File: src/rtl/mult_iter_pkg.sv
// Shared definitions for the iterative digit-serial multiplier.
// Contents: FSM state enum, operand digit widths, WIDTH legality check.
package mult_iter_pkg;

    typedef enum logic [1:0] {
        IDLE = 2'd0,
        CALC = 2'd1,
        FIN  = 2'd2
    } state_t;

    localparam int unsigned A_DIG_W = 8;
    localparam int unsigned B_DIG_W = 16;

    // WIDTH must be a nonzero multiple of the wider (B) digit
    function automatic bit width_legal(input int unsigned w);
        return (w >= B_DIG_W) && ((w % B_DIG_W) == 0);
    endfunction

endpackage

File: src/rtl/mult_iter_param_if.sv
// Request/response bundle of the iterative multiplier.
// master: drives start, signed_mode, a, b; observes busy, done, product.
// slave : the multiplier side (mirror of master).
interface mult_iter_param_if #(
    parameter int unsigned WIDTH = 32
);
    logic               start;
    logic               signed_mode;
    logic [WIDTH-1:0]   a;
    logic [WIDTH-1:0]   b;
    logic               busy;
    logic               done;
    logic [2*WIDTH-1:0] product;

    modport master (
        output start, signed_mode, a, b,
        input  busy, done, product
    );

    modport slave (
        input  start, signed_mode, a, b,
        output busy, done, product
    );
endinterface

File: src/rtl/mult_iter_fsm.sv
// Control for the iterative multiplier: state, digit indices, busy/done.
// Ports: clk, reset (async active-low), start, na_last/nb_last (last digit
// index of each operand), busy/done (registered), i_idx/j_idx (registered
// digit indices), load_c/acc_c/neg_c (combinational datapath selects).
module mult_iter_fsm
    import mult_iter_pkg::*;
#(
    parameter int unsigned IW_A = 2,
    parameter int unsigned IW_B = 1
) (
    input  logic            clk,
    input  logic            reset,
    input  logic            start,
    input  logic [IW_A-1:0] na_last,
    input  logic [IW_B-1:0] nb_last,
    output logic            busy,
    output logic            done,
    output logic [IW_A-1:0] i_idx,
    output logic [IW_B-1:0] j_idx,
    output logic            load_c,
    output logic            acc_c,
    output logic            neg_c
);

    state_t          state_q, state_d;
    logic [IW_A-1:0] i_d;
    logic [IW_B-1:0] j_d;
    logic            busy_d, done_d;

    // State and registered outputs
    always_ff @(posedge clk or negedge reset) begin
        if (!reset) begin
            state_q <= IDLE;
            i_idx   <= '0;
            j_idx   <= '0;
            busy    <= 1'b0;
            done    <= 1'b0;
        end else begin
            state_q <= state_d;
            i_idx   <= i_d;
            j_idx   <= j_d;
            busy    <= busy_d;
            done    <= done_d;
        end
    end

    // Next state; i (A digit) is the inner loop, j (B digit) the outer
    always_comb begin
        state_d = state_q;
        i_d     = i_idx;
        j_d     = j_idx;
        done_d  = 1'b0;
        load_c  = 1'b0;
        acc_c   = 1'b0;
        neg_c   = 1'b0;
        case (state_q)
            IDLE: begin
                if (start) begin
                    load_c  = 1'b1;
                    i_d     = '0;
                    j_d     = '0;
                    state_d = CALC;
                end
            end
            CALC: begin
                acc_c = 1'b1;
                if (i_idx == na_last) begin
                    i_d = '0;
                    if (j_idx == nb_last) begin
                        state_d = FIN;
                    end else begin
                        j_d = j_idx + IW_B'(1);
                    end
                end else begin
                    i_d = i_idx + IW_A'(1);
                end
            end
            FIN: begin
                neg_c   = 1'b1;
                done_d  = 1'b1;
                state_d = IDLE;
            end
            default: state_d = IDLE;
        endcase
        busy_d = (state_d != IDLE);
    end

endmodule

File: src/rtl/mult_iter_param.sv
// Iterative multiplier: one 8x16-bit partial product per cycle, skipping
// leading zero digits; signed operands handled as sign + magnitude.
// Ports: clk, reset (async active-low), bus (mult_iter_param_if.slave):
// start/signed_mode/a/b in, busy/done/product out.
module mult_iter_param
    import mult_iter_pkg::*;
#(
    parameter int unsigned WIDTH = 32
) (
    input  logic                   clk,
    input  logic                   reset,
    mult_iter_param_if.slave       bus
);

    localparam int unsigned NA   = WIDTH / A_DIG_W;
    localparam int unsigned NB   = WIDTH / B_DIG_W;
    localparam int unsigned IW_A = (NA > 1) ? $clog2(NA) : 1;
    localparam int unsigned IW_B = (NB > 1) ? $clog2(NB) : 1;
    localparam int unsigned PW   = 2 * WIDTH;
    localparam int unsigned SW   = $clog2(PW);
    localparam int unsigned PPW  = A_DIG_W + B_DIG_W;

    if (!width_legal(WIDTH)) begin : g_bad_width
        $error("mult_iter_param: WIDTH must be a multiple of 16 and >= 16");
    end

    logic [WIDTH-1:0]                mag_a_q, mag_b_q;
    logic                            sign_q;
    logic [PW-1:0]                   product_q;
    logic [WIDTH-1:0]                a_abs_c, b_abs_c;
    logic [NA-1:0][A_DIG_W-1:0]      a_dig;
    logic [NB-1:0][B_DIG_W-1:0]      b_dig;
    logic [IW_A-1:0]                 na_last_c, i_idx;
    logic [IW_B-1:0]                 nb_last_c, j_idx;
    logic [PPW-1:0]                  pp_c;
    logic [SW-1:0]                   shamt_c;
    logic [PW-1:0]                   pp_shift_c;
    logic                            load_c, acc_c, neg_c;

    // Magnitudes of the incoming operands (most negative maps to 2^(WIDTH-1))
    assign a_abs_c = (bus.signed_mode && bus.a[WIDTH-1]) ? -bus.a : bus.a;
    assign b_abs_c = (bus.signed_mode && bus.b[WIDTH-1]) ? -bus.b : bus.b;

    assign a_dig = mag_a_q;
    assign b_dig = mag_b_q;

    // Index of the highest nonzero digit; zero operand still takes one digit
    always_comb begin
        na_last_c = '0;
        for (int k = 0; k < NA; k++) begin
            if (a_dig[k] != '0) na_last_c = IW_A'(k);
        end
    end

    always_comb begin
        nb_last_c = '0;
        for (int k = 0; k < NB; k++) begin
            if (b_dig[k] != '0) nb_last_c = IW_B'(k);
        end
    end

    // Current partial product aligned to its digit position
    assign pp_c       = PPW'(a_dig[i_idx]) * PPW'(b_dig[j_idx]);
    assign shamt_c    = SW'(i_idx) * SW'(A_DIG_W) + SW'(j_idx) * SW'(B_DIG_W);
    assign pp_shift_c = PW'(pp_c) << shamt_c;

    mult_iter_fsm #(
        .IW_A (IW_A),
        .IW_B (IW_B)
    ) u_fsm (
        .clk     (clk),
        .reset   (reset),
        .start   (bus.start),
        .na_last (na_last_c),
        .nb_last (nb_last_c),
        .busy    (bus.busy),
        .done    (bus.done),
        .i_idx   (i_idx),
        .j_idx   (j_idx),
        .load_c  (load_c),
        .acc_c   (acc_c),
        .neg_c   (neg_c)
    );

    // Operand capture, accumulation and final sign fix-up
    always_ff @(posedge clk or negedge reset) begin
        if (!reset) begin
            mag_a_q   <= '0;
            mag_b_q   <= '0;
            sign_q    <= 1'b0;
            product_q <= '0;
        end else if (load_c) begin
            mag_a_q   <= a_abs_c;
            mag_b_q   <= b_abs_c;
            sign_q    <= bus.signed_mode & (bus.a[WIDTH-1] ^ bus.b[WIDTH-1]);
            product_q <= '0;
        end else if (acc_c) begin
            product_q <= product_q + pp_shift_c;
        end else if (neg_c && sign_q) begin
            product_q <= -product_q;
        end
    end

    assign bus.product = product_q;

endmodule

File: src/flat_wrapper.sv
// flat-port wrapper written by rule: the top's interface ports become plain ports
module mult_iter_param_flat import mult_iter_pkg::*;
#(
    parameter int unsigned WIDTH = 32
)
  (clk, reset, bus_start, bus_signed_mode, bus_a, bus_b, bus_busy, bus_done, bus_product);
  mult_iter_param_if #(.WIDTH(WIDTH)) bus_i ();
  input  logic clk;
  input  logic reset;
  input wire logic [$bits(bus_i.start)-1:0] bus_start;
  input wire logic [$bits(bus_i.signed_mode)-1:0] bus_signed_mode;
  input wire logic [$bits(bus_i.a)-1:0] bus_a;
  input wire logic [$bits(bus_i.b)-1:0] bus_b;
  output wire logic [$bits(bus_i.busy)-1:0] bus_busy;
  output wire logic [$bits(bus_i.done)-1:0] bus_done;
  output wire logic [$bits(bus_i.product)-1:0] bus_product;
  assign bus_i.start = bus_start;
  assign bus_i.signed_mode = bus_signed_mode;
  assign bus_i.a = bus_a;
  assign bus_i.b = bus_b;
  assign bus_busy = bus_i.busy;
  assign bus_done = bus_i.done;
  assign bus_product = bus_i.product;
  mult_iter_param #(.WIDTH(WIDTH)) u_core (.clk(clk), .reset(reset), .bus(bus_i));
endmodule
File: config.mk
export PLATFORM = sky130hd
export DESIGN_NAME = mult_iter_param_flat
export DESIGN_NICKNAME = d
export VERILOG_FILES = /design/src/rtl/mult_iter_pkg.sv /design/src/rtl/mult_iter_param_if.sv /design/src/rtl/mult_iter_fsm.sv /design/src/rtl/mult_iter_param.sv /design/src/flat_wrapper.sv
export SDC_FILE = /design/constraint.sdc
export NUM_CORES = 1
export LEC_CHECK = 0
export BUFFER_PORTS_ARGS = -buffer_cell sky130_fd_sc_hd__buf_2
export CAP_MARGIN = 30
export CORE_ASPECT_RATIO = 1.5
export CORE_MARGIN = 1.5
export CORE_UTILIZATION = 42
export CTS_CLUSTER_SIZE = 30
export DETAILED_ROUTE_END_ITERATION = 10
export SLEW_MARGIN = 20
export SYNTH_ARGS = -nofsm -noshare
export SYNTH_HDL_FRONTEND = slang
export SYNTH_SLANG_ARGS = --single-unit
File: constraint.sdc
create_clock -name clk -period 9.37 [get_ports clk]
set_input_delay 1.874 -clock clk [delete_from_list [all_inputs] [get_ports clk]]
set_output_delay 1.874 -clock clk [all_outputs]
set_load 0.02 [all_outputs]
==> results of run 1 <==
-- state kept, by name (all words and copies together) (netlist names) --
signal,cells
u_core.u_fsm.state_q,2
u_core.bus.product,64
u_core.u_fsm.j_idx,1
u_core.a_dig,32
u_core.u_fsm.done,1
u_core.u_fsm.busy,1
u_core.u_fsm.i_idx,2
u_core.b_dig,32
u_core.sign_q,1
-- through the flow --
step | instances | setup TNS, ns | area (sq um) | utilization (%) | hold slack [ns]
after floorplan | 2157 | 0 | 16600 | - | 0.446
after global placement | 2770 | 0 | 18200 | 46.4 | 0.465
after detailed placement | 2770 | -0.0106 | 18200 | 46.4 | 0.470
after CTS | 2802 | 0 | 18800 | 48.0 | 0.485
after global routing | 2806 | -0.0279 | 19000 | 48.5 | 0.508
final | 2806 | 0 | 19000 | 48.5 | 0.477
-- placed cells by master, fill, tap and decap left out, types with 57 or more instances in the layout --
master and n:
a21oi_1 152, dfrtp_1 134, buf_2 132, nor2_1 261, xor2_1 68, xnor2_1 62
inv_1 135, a21o_1 57, o21ai_0 195, fa_1 85, buf_4 82, ha_1 111
nand2_1 212, nor3_1 73
-- logic make-up after synthesis --
family	share of synthesized area, %
buffers and inverters	5.36
XOR/XNOR	7.18
multiplexers	2.49
flip-flops	20.4
AND/OR/NAND/NOR	22.6
AO/OA/AOI/OAI	23.3
adder cells (fa/ha/maj)	18.6
-- how the worst max path moves through the flow --
stage | cells after the start | endpoint
floorplan | 34 | u_core.bus.product[54]
global placement | 33 | u_core.bus.product[63]
detailed placement | 32 | u_core.bus.product[63]
CTS | 35 | u_core.bus.product[63]
global route | 33 | u_core.bus.product[58]
finish | 33 | u_core.bus.product[63]
-- timing repair --
| item | in CTS | in global routing |
|---|---|---|
| setup endpoints to repair | 3 | 25 |
| gates resized for setup | 1 | 24 |
| pin swaps | 0 | 3 |
| buffers inserted | 0 | 1 |
| gates cloned | 0 | 0 |
-- final cells by class --
| type | instances | share of cell area [%] |
|---|---|---|
| Multi-Input combinational cell | 1785 | 65.8 |
| Sequential cell | 136 | 17.9 |
| Timing Repair Buffer | 218 | 7.14 |
| Tap cell | 500 | 3.29 |
| Inverter | 135 | 2.67 |
| Clock buffer | 18 | 2.31 |
| Clock inverter | 14 | 0.915 |
-- worst register-to-register path: cells and delay by family (launching register included) --
family,cells,cell delay (ns)
xor gates and xnor gates,1,0.34
DFF,1,0.35
and+or+nand+nor,6,1.06
AOI/OAI and AO/OA,13,2.86
adders and majority gates,6,2.88
muxes,2,0.74
buffers and inverters,5,0.73
-- metal layers --
metal | wire length, microns | share of wire, %
met5 | 0 | 0
met4 | 4160 | 7.0
met3 | 2750 | 4.6
met2 | 30600 | 51
met1 | 21900 | 37
==> impl_metrics.env, run 1 <==
export IMPL_synth_area_leaders="dfrtp_1, fa_1, ha_1, o21ai_0, nor2_1"
export IMPL_fin_crit_ns=9.05
export IMPL_avgSynthCellArea_sq_um=7.72
export IMPL_overflow=0
export IMPL_slew_headroom_pct=36.4
export IMPL_drive_above_1_share_pct=14.4
export IMPL_busiest_layer="met2"
export IMPL_critical_path_class="flip-flop to flip-flop"
export IMPL_post_drt_wl_per_cell_microns=21.2
export IMPL_initial_core_util_pct=42.5
export IMPL_cts_made_buffers=17
export IMPL_rr_startpoint="u_core.u_fsm.i_idx[1]"
export IMPL_worst_endpoint_arrival_ns=9.41
export IMPL_syn2layout_area_growth_pct=14.2
export IMPL_synth_main_ff_cell="dfrtp_1"
export IMPL_hold_violations=0
export IMPL_clock_skew_ns=0.0196
export IMPL_die_w_microns=166
export IMPL_core_area_sq_mm=0.0392
export IMPL_synthCells=2157
export IMPL_critPathMaxStageDelay_ns=0.54
export IMPL_cap_violations=0
export IMPL_portBuffers=133
export IMPL_ys_ff_latch=136
export IMPL_cts_tree="yes"
export IMPL_cts_max_level=4
export IMPL_grt_pass1_vias=16400
export IMPL_cp_slowest_cell="fa_1"
export IMPL_crit_fanout=15
export IMPL_detail_route_antenna_nets=0
export IMPL_drc=0
export IMPL_worst_ep_required_time_ns=9.73
export IMPL_drt_initial_drc_count=1276
export IMPL_period_share_pct=96.6
export IMPL_cts_buffer_depth=2
export IMPL_grt_use_met3_pct=4.41
export IMPL_io_pins=134
export IMPL_hold_path_class="flip-flop to flip-flop"
export IMPL_synth_top_area_share_pct=20.4
export IMPL_cp_top_family="adder cells"
export IMPL_yosysMostFrequentCell="nor2_1"
export IMPL_hold_end="u_core.b_dig[6]"
export IMPL_dp_slack_ns=-0.0106
export IMPL_num_fill_cells=3917
export IMPL_synth_common_cells="nor2_1, nand2_1, o21ai_0"
export IMPL_register_area_sq_mm=0.00341
export IMPL_r2r_end="u_core.bus.product[63]"
export IMPL_cp_startpoint="u_core.u_fsm.i_idx[1]"
export IMPL_multi_input_area_sq_mm=0.0125
export IMPL_clkSlewWorstSetupHoldPaths_ns=0.07
export IMPL_vias_per_cell=5.96
export IMPL_die_area_sq_mm=0.0409
export IMPL_cts_hold_buf=0
export IMPL_grt_antenna_before_repair=0
export IMPL_use_met1_pct=30.7
export IMPL_critPathLaunchType="flip-flop"
export IMPL_wl_microns=59400
export IMPL_ys_seq_area_share_pct=20.4
export IMPL_dp_final_hpwl_microns=46800
export IMPL_clk_latency_ns=0.47
export IMPL_die_h_microns=247
export IMPL_grt_util_met2_pct=53.6
export IMPL_nets=2557
export IMPL_fmax_mhz=111
export IMPL_end_kind="flip-flop"
export IMPL_track_usage_pct=29.4
export IMPL_max_slew_worst_pin_slew_ns=0.954
export IMPL_grt_max_degree=126
export IMPL_drtPass1Iterations=6
export IMPL_cts_root_buf="clkbuf_16"
export IMPL_netlist_area_sq_mm=0.0166
export IMPL_yosysTopAreaCell="dfrtp_1"
export IMPL_fin_ws_ns=0.320
export IMPL_row_count=89
export IMPL_status="finished clean"
export IMPL_synth_cell_types=87
export IMPL_synth_fp_nets=2421
export IMPL_path_buf_inv=5
export IMPL_grt_pass1_wl_microns=91100
export IMPL_slew_viol_final=0
export IMPL_n_antenna_cell=0
export IMPL_worst_path_most_repeated_cell="fa_1"
export IMPL_vias=16700
export IMPL_yosys_warnings=0
export IMPL_cts_num_sinks=136
export IMPL_hp_start="u_core.b_dig[6]"
export IMPL_finalSetupViolations=0
export IMPL_gp_congestion=0.984
export IMPL_synth_edff_count=0
export IMPL_holdPathStages=2
export IMPL_r2r_setup_slack_ns=0.32
export IMPL_synth_async_sr_flop_share_pct=100
export IMPL_reg2reg_depth=33
Power of run 1 is left out: the tool's default activity adds up to more than one toggle a clock period on the data nets, which glitch-free logic cannot reach.
==> inputs of run 2 (changes only) <==
--- a/config.mk
+++ b/config.mk
@@ -8,7 +8,7 @@
 export BUFFER_PORTS_ARGS = -buffer_cell sky130_fd_sc_hd__buf_2
 export CAP_MARGIN = 30
 export CORE_ASPECT_RATIO = 1.5
-export CORE_MARGIN = 1.5
+export CORE_MARGIN = 8
 export CORE_UTILIZATION = 42
 export CTS_CLUSTER_SIZE = 30
 export DETAILED_ROUTE_END_ITERATION = 10
==> run 2 against run 1 <==
  * Worst setup slack better by 0.039 ns
  * Via count down 0.16%
  * Maximum frequency up 0.44%
  * Hold slack better by 0.0042 ns
  * Critical endpoint unchanged
  * Largest cell class unchanged
  * Highest routed layer unchanged
==> impl_metrics.env, run 2 (synthesis gave the netlist of run 1 again) <==
export IMPL_critPathMaxStageDelay_ns=0.55
export IMPL_io_pins=134
export IMPL_status="finished clean"
export IMPL_mostFrequentLayoutCells="nor2_1, nand2_1, o21ai_0"
export IMPL_nets=2563
export IMPL_grt_antenna_before_repair=0
export IMPL_hold_violations=0
export IMPL_portBuffers=133
export IMPL_num_fill_cells=3965
export IMPL_die_area_sq_mm=0.0464
export IMPL_die_w_microns=179
export IMPL_cts_buffer_depth=2
export IMPL_clk_latency_ns=0.46
export IMPL_largest_reg_flops=64
export IMPL_syn2layout_area_growth_pct=13.8
export IMPL_cts_root_buf="clkbuf_16"
export IMPL_detail_route_antenna_nets=0
export IMPL_dp_final_hpwl_microns=47700
export IMPL_holdPathStages=2
export IMPL_worst_path_most_repeated_cell="fa_1"
export IMPL_grt_pass1_vias=16900
export IMPL_worst_endpoint_arrival_ns=9.36
export IMPL_route_met3_wl_microns=2490
export IMPL_wl_microns=59800
export IMPL_grt_pass1_wl_microns=94100
export IMPL_post_drt_wl_per_cell_microns=21.3
export IMPL_r2r_setup_slack_ns=0.36
export IMPL_grt_max_degree=111
export IMPL_core_area_sq_mm=0.0392
export IMPL_drtPass1Iterations=5
export IMPL_die_h_microns=260
export IMPL_drt_initial_drc_count=1323
export IMPL_end_kind="flip-flop"
export IMPL_hold_path_class="flip-flop to flip-flop"
export IMPL_reg2reg_depth=34
export IMPL_slew_headroom_pct=41.5
export IMPL_clkSlewWorstSetupHoldPaths_ns=0.07
export IMPL_max_slew_worst_pin_slew_ns=0.878
export IMPL_r2r_end="u_core.bus.product[63]"
export IMPL_cts_tree="yes"
export IMPL_hp_start="u_core.a_dig[6]"
export IMPL_finalSetupViolations=0
export IMPL_highest_layer="met4"
export IMPL_vias_per_cell=5.93
export IMPL_rsz0062_at_grt="no"
export IMPL_gp_congestion=0.966
export IMPL_initial_core_util_pct=42.5
export IMPL_critical_path_class="flip-flop to flip-flop"
export IMPL_overflow=0
export IMPL_final_common_cell="nor2_1"
export IMPL_cts_made_buffers=17
export IMPL_fin_crit_ns=9.01
export IMPL_crit_fanout=15
export IMPL_cap_violations=0
export IMPL_cts_hold_buf=0
export IMPL_drc=0
export IMPL_track_usage_pct=26.0
export IMPL_cts_num_sinks=136
export IMPL_cts_max_level=4
export IMPL_worst_ep_required_time_ns=9.72
export IMPL_rr_startpoint="u_core.u_fsm.i_idx[1]"
export IMPL_critPathLaunchType="flip-flop"
export IMPL_row_count=89
export IMPL_drive_above_1_share_pct=14.3
export IMPL_n_antenna_cell=0
export IMPL_hold_end="u_core.a_dig[6]"
export IMPL_dr_wl_met2_microns=30900
export IMPL_slew_viol_final=0
export IMPL_period_share_pct=96.2
export IMPL_wl_met1_microns=22300
export IMPL_vias=16700
export IMPL_clock_skew_ns=0.0195
export IMPL_holdWs_ns=0.481
export IMPL_cp_slowest_cell="fa_1"
export IMPL_fmax_mhz=111
run 2: worst max-delay path: cells and delay by family (launching register included):
family	cells	cell delay, ns
multiplexers	2	0.71
flip-flops	1	0.40
AO/OA/AOI/OAI	16	3.29
buffers and inverters	6	0.89
AND/OR/NAND/NOR	3	0.44
XOR/XNOR	1	0.35
adder cells (fa/ha/maj)	6	2.81
run 2: cell type report:
type | instances | area (sq um) | area share, %
inverters | 135 | 507 | 2.68
well taps | 500 | 626 | 3.30
clock inverters | 14 | 144 | 0.760
clock buffers | 18 | 439 | 2.32
multi-input cells | 1785 | 12400 | 65.7
repair buffers | 224 | 1380 | 7.28
flip-flops and latches | 136 | 3410 | 18.0
run 2: how the worst max path moves through the flow:
stage | slack [ns] | endpoint | from | cells after the start
after detailed placement | -0.08 | u_core.bus.product[56] | u_core.u_fsm.i_idx[1] | 33
after floorplan | 0.48 | u_core.bus.product[54] | u_core.u_fsm.i_idx[1] | 34
after global routing | 0.01 | u_core.bus.product[63] | u_core.u_fsm.i_idx[1] | 34
final | 0.36 | u_core.bus.product[63] | u_core.u_fsm.i_idx[1] | 34
after CTS | 0.001 | u_core.bus.product[63] | u_core.u_fsm.i_idx[1] | 34
after global placement | -0.01 | u_core.bus.product[56] | u_core.u_fsm.i_idx[1] | 33
run 2: repair_timing:
action	4_1_cts	5_1_grt
setup buffers	0	2
endpoints found under the hold margin	0	0
gates cloned	0	0
gates resized for setup	1	15
pin swaps	0	2
setup endpoints to repair	5	24
run 2: layer usage:
metal	track usage (%)	vias to the layer above
li1	-	7940
met4	16.6	0
met1	28.1	7954
met3	2.93	177
met2	47.1	616
met5	0	-
run 2: stage by stage:
step                      TNS (ns)  utilization (%)  cells  instance area [sq um]  worst slack (ns)
after floorplan                  0                -   2157                  16600             0.485
after global placement     -0.0113             46.6   2777                  18300           -0.0113
after detailed placement    -0.183             46.6   2778                  18300           -0.0849
after CTS                        0             48.1   2810                  18900           0.00100
after global routing             0             48.3   2812                  18900            0.0111
final                            0             48.3   2812                  18900             0.360
Power of run 2 is left out for the same reason.
==> inputs of run 3 (changes only) <==
--- a/config.mk
+++ b/config.mk
@@ -9,9 +9,11 @@
 export CAP_MARGIN = 30
 export CORE_ASPECT_RATIO = 1.5
 export CORE_MARGIN = 8
-export CORE_UTILIZATION = 42
+export CORE_UTILIZATION = 57
 export CTS_CLUSTER_SIZE = 30
 export DETAILED_ROUTE_END_ITERATION = 10
+export PLACE_DENSITY = 0.79
+export REMOVE_ABC_BUFFERS = 1
 export SLEW_MARGIN = 20
 export SYNTH_ARGS = -nofsm -noshare
 export SYNTH_HDL_FRONTEND = slang
==> run 3 against run 2 <==
  * Die area is 24% lower
  * Clock-buffer cell count is 2 higher
  * Hold slack worse by 0.0039 ns
  * Critical endpoint is now u_core.bus.product[45]
  * Sequential share of layout area is 0.35 points lower
  * Global-route usage is 9.1 points higher
  * Critical path depth is 4 higher
  * Maximum frequency is 0.62% lower
  * Register-to-register slack worse by 0.06 ns
  * Final cell count is 1.4% lower
  * Sequential cell count stayed put
  * Routed wire length is 2.6% higher
==> impl_metrics.env, run 3 (synthesis gave the netlist of run 1 again) <==
export IMPL_num_fill_cells=2514
export IMPL_cts_tree="yes"
export IMPL_register_area_sq_mm=0.00341
export IMPL_io_pins=134
export IMPL_rsz0062_at_grt="no"
export IMPL_clock_skew_ns=0.0177
export IMPL_grt_antenna_before_repair=0
export IMPL_multi_input_area_sq_mm=0.0124
export IMPL_crit_fanout=10
export IMPL_fin_area_sq_mm=0.0193
export IMPL_initial_core_util_pct=58.0
export IMPL_fin_tns_setup_ns=0
export IMPL_final_common_cell="nor2_1"
export IMPL_nets=2634
export IMPL_hold_path_class="flip-flop to flip-flop"
export IMPL_finalCoreUtilization_pct=67.3
export IMPL_gp_congestion=1.11
export IMPL_drtPass1Iterations=8
export IMPL_clkSlewWorstSetupHoldPaths_ns=0.07
export IMPL_dp_slack_ns=0.112
export IMPL_worst_ep_required_time_ns=9.72
export IMPL_fin_crit_ns=9.07
export IMPL_dp_final_hpwl_microns=48700
export IMPL_overflow=0
export IMPL_cts_root_buf="clkbuf_16"
export IMPL_cts_made_buffers=17
export IMPL_worst_path_most_repeated_cell="buf_4"
export IMPL_cts_buffer_depth=2
export IMPL_vias_per_cell=6.32
export IMPL_fmax_mhz=110
export IMPL_cts_num_sinks=136
export IMPL_slew_viol_final=0
export IMPL_track_usage_pct=35.1
export IMPL_row_count=76
export IMPL_syn2layout_area_growth_pct=16.1
export IMPL_period_share_pct=96.8
export IMPL_critPathLaunchType="flip-flop"
export IMPL_place_area_sq_mm=0.0186
export IMPL_largest_reg_flops=64
export IMPL_core_area_sq_mm=0.0287
export IMPL_critical_path_class="flip-flop to flip-flop"
export IMPL_finalSetupViolations=0
export IMPL_drive_above_1_share_pct=16.6
export IMPL_drc=0
export IMPL_mostFrequentLayoutCells="nor2_1, nand2_1, o21ai_0"
export IMPL_cts_max_level=4
export IMPL_die_h_microns=225
export IMPL_cts_hold_buf=0
export IMPL_cap_violations=0
export IMPL_vias=17500
export IMPL_grt_max_degree=102
export IMPL_post_drt_wl_per_cell_microns=22.1
export IMPL_max_slew_worst_pin_slew_ns=0.847
export IMPL_end_kind="flip-flop"
export IMPL_die_area_sq_mm=0.0350
export IMPL_clk_latency_ns=0.46
export IMPL_grt_pass1_wl_microns=95400
export IMPL_fin_ws_ns=0.304
export IMPL_die_w_microns=156
export IMPL_hold_violations=0
export IMPL_drt_initial_drc_count=1250
export IMPL_slew_headroom_pct=43.5
export IMPL_status="finished clean"
export IMPL_critPathMaxStageDelay_ns=0.55
export IMPL_worst_endpoint_arrival_ns=9.41
export IMPL_detail_route_antenna_nets=0
export IMPL_portBuffers=133
export IMPL_cp_slowest_cell="fa_1"
export IMPL_wl_microns=61300
export IMPL_grt_pass1_vias=17700
export IMPL_n_antenna_cell=0
-- run 3: through the flow --
| stage | hold WS (ns) | instances |
|---|---|---|
| finish | 0.477 | 2773 |
| global route | 0.493 | 2773 |
| CTS | 0.480 | 2770 |
| detailed placement | 0.466 | 2738 |
| global placement | 0.461 | 2738 |
| floorplan | 0.446 | 2056 |
-- run 3: final timing paths --
path | slack (ns) | endpoint | start | depth (start not counted)
hold / removal | 0.48 | u_core.a_dig[6] | u_core.a_dig[6] | 2
setup / recovery | 0.30 | u_core.bus.product[45] | u_core.u_fsm.i_idx[1] | 38
max in group asynchronous | 6.89 | u_core.b_dig[2] | reset | 3
min in group asynchronous | 1.42 | u_core.bus.product[4] | reset | 1
hold reg to reg | 0.48 | u_core.a_dig[6] | u_core.a_dig[6] | 2
setup reg to reg | 0.30 | u_core.bus.product[45] | u_core.u_fsm.i_idx[1] | 38
-- run 3: critical path: cells and delay by family, from the launching register on --
kind	cells	cell delay [ns]
compound gates	13	3.32
fa+ha+maj	6	2.54
buf+inv	10	1.50
mux	1	0.23
flops	1	0.48
xor+xnor	2	0.20
simple gates	6	0.69
-- run 3: cell type report --
cell class / instances / share of cell area (%)
clock inverters: 12 / 0.745
flip-flops and latches: 136 / 17.6
inverters: 135 / 2.62
repair buffers: 295 / 9.91
clock buffers: 20 / 2.26
multi-input cells: 1785 / 64.3
well taps: 390 / 2.53
-- run 3: repair_timing --
item                                    CTS  global route
resized for setup                         0            13
endpoints found under the setup margin    0            31
buffers inserted                          0             1
-- run 3: routing by layer --
metal	wire length (microns)	part of all wire, %	up-vias	GRT usage, %
li1	-	-	8084	-
met1	21000	34	8365	34.6
met2	31000	51	792	62.6
met3	3750	6.1	281	7.01
met4	5530	9.0	0	29.1
met5	0	0	-	0
Power of run 3 is left out for the same reason.
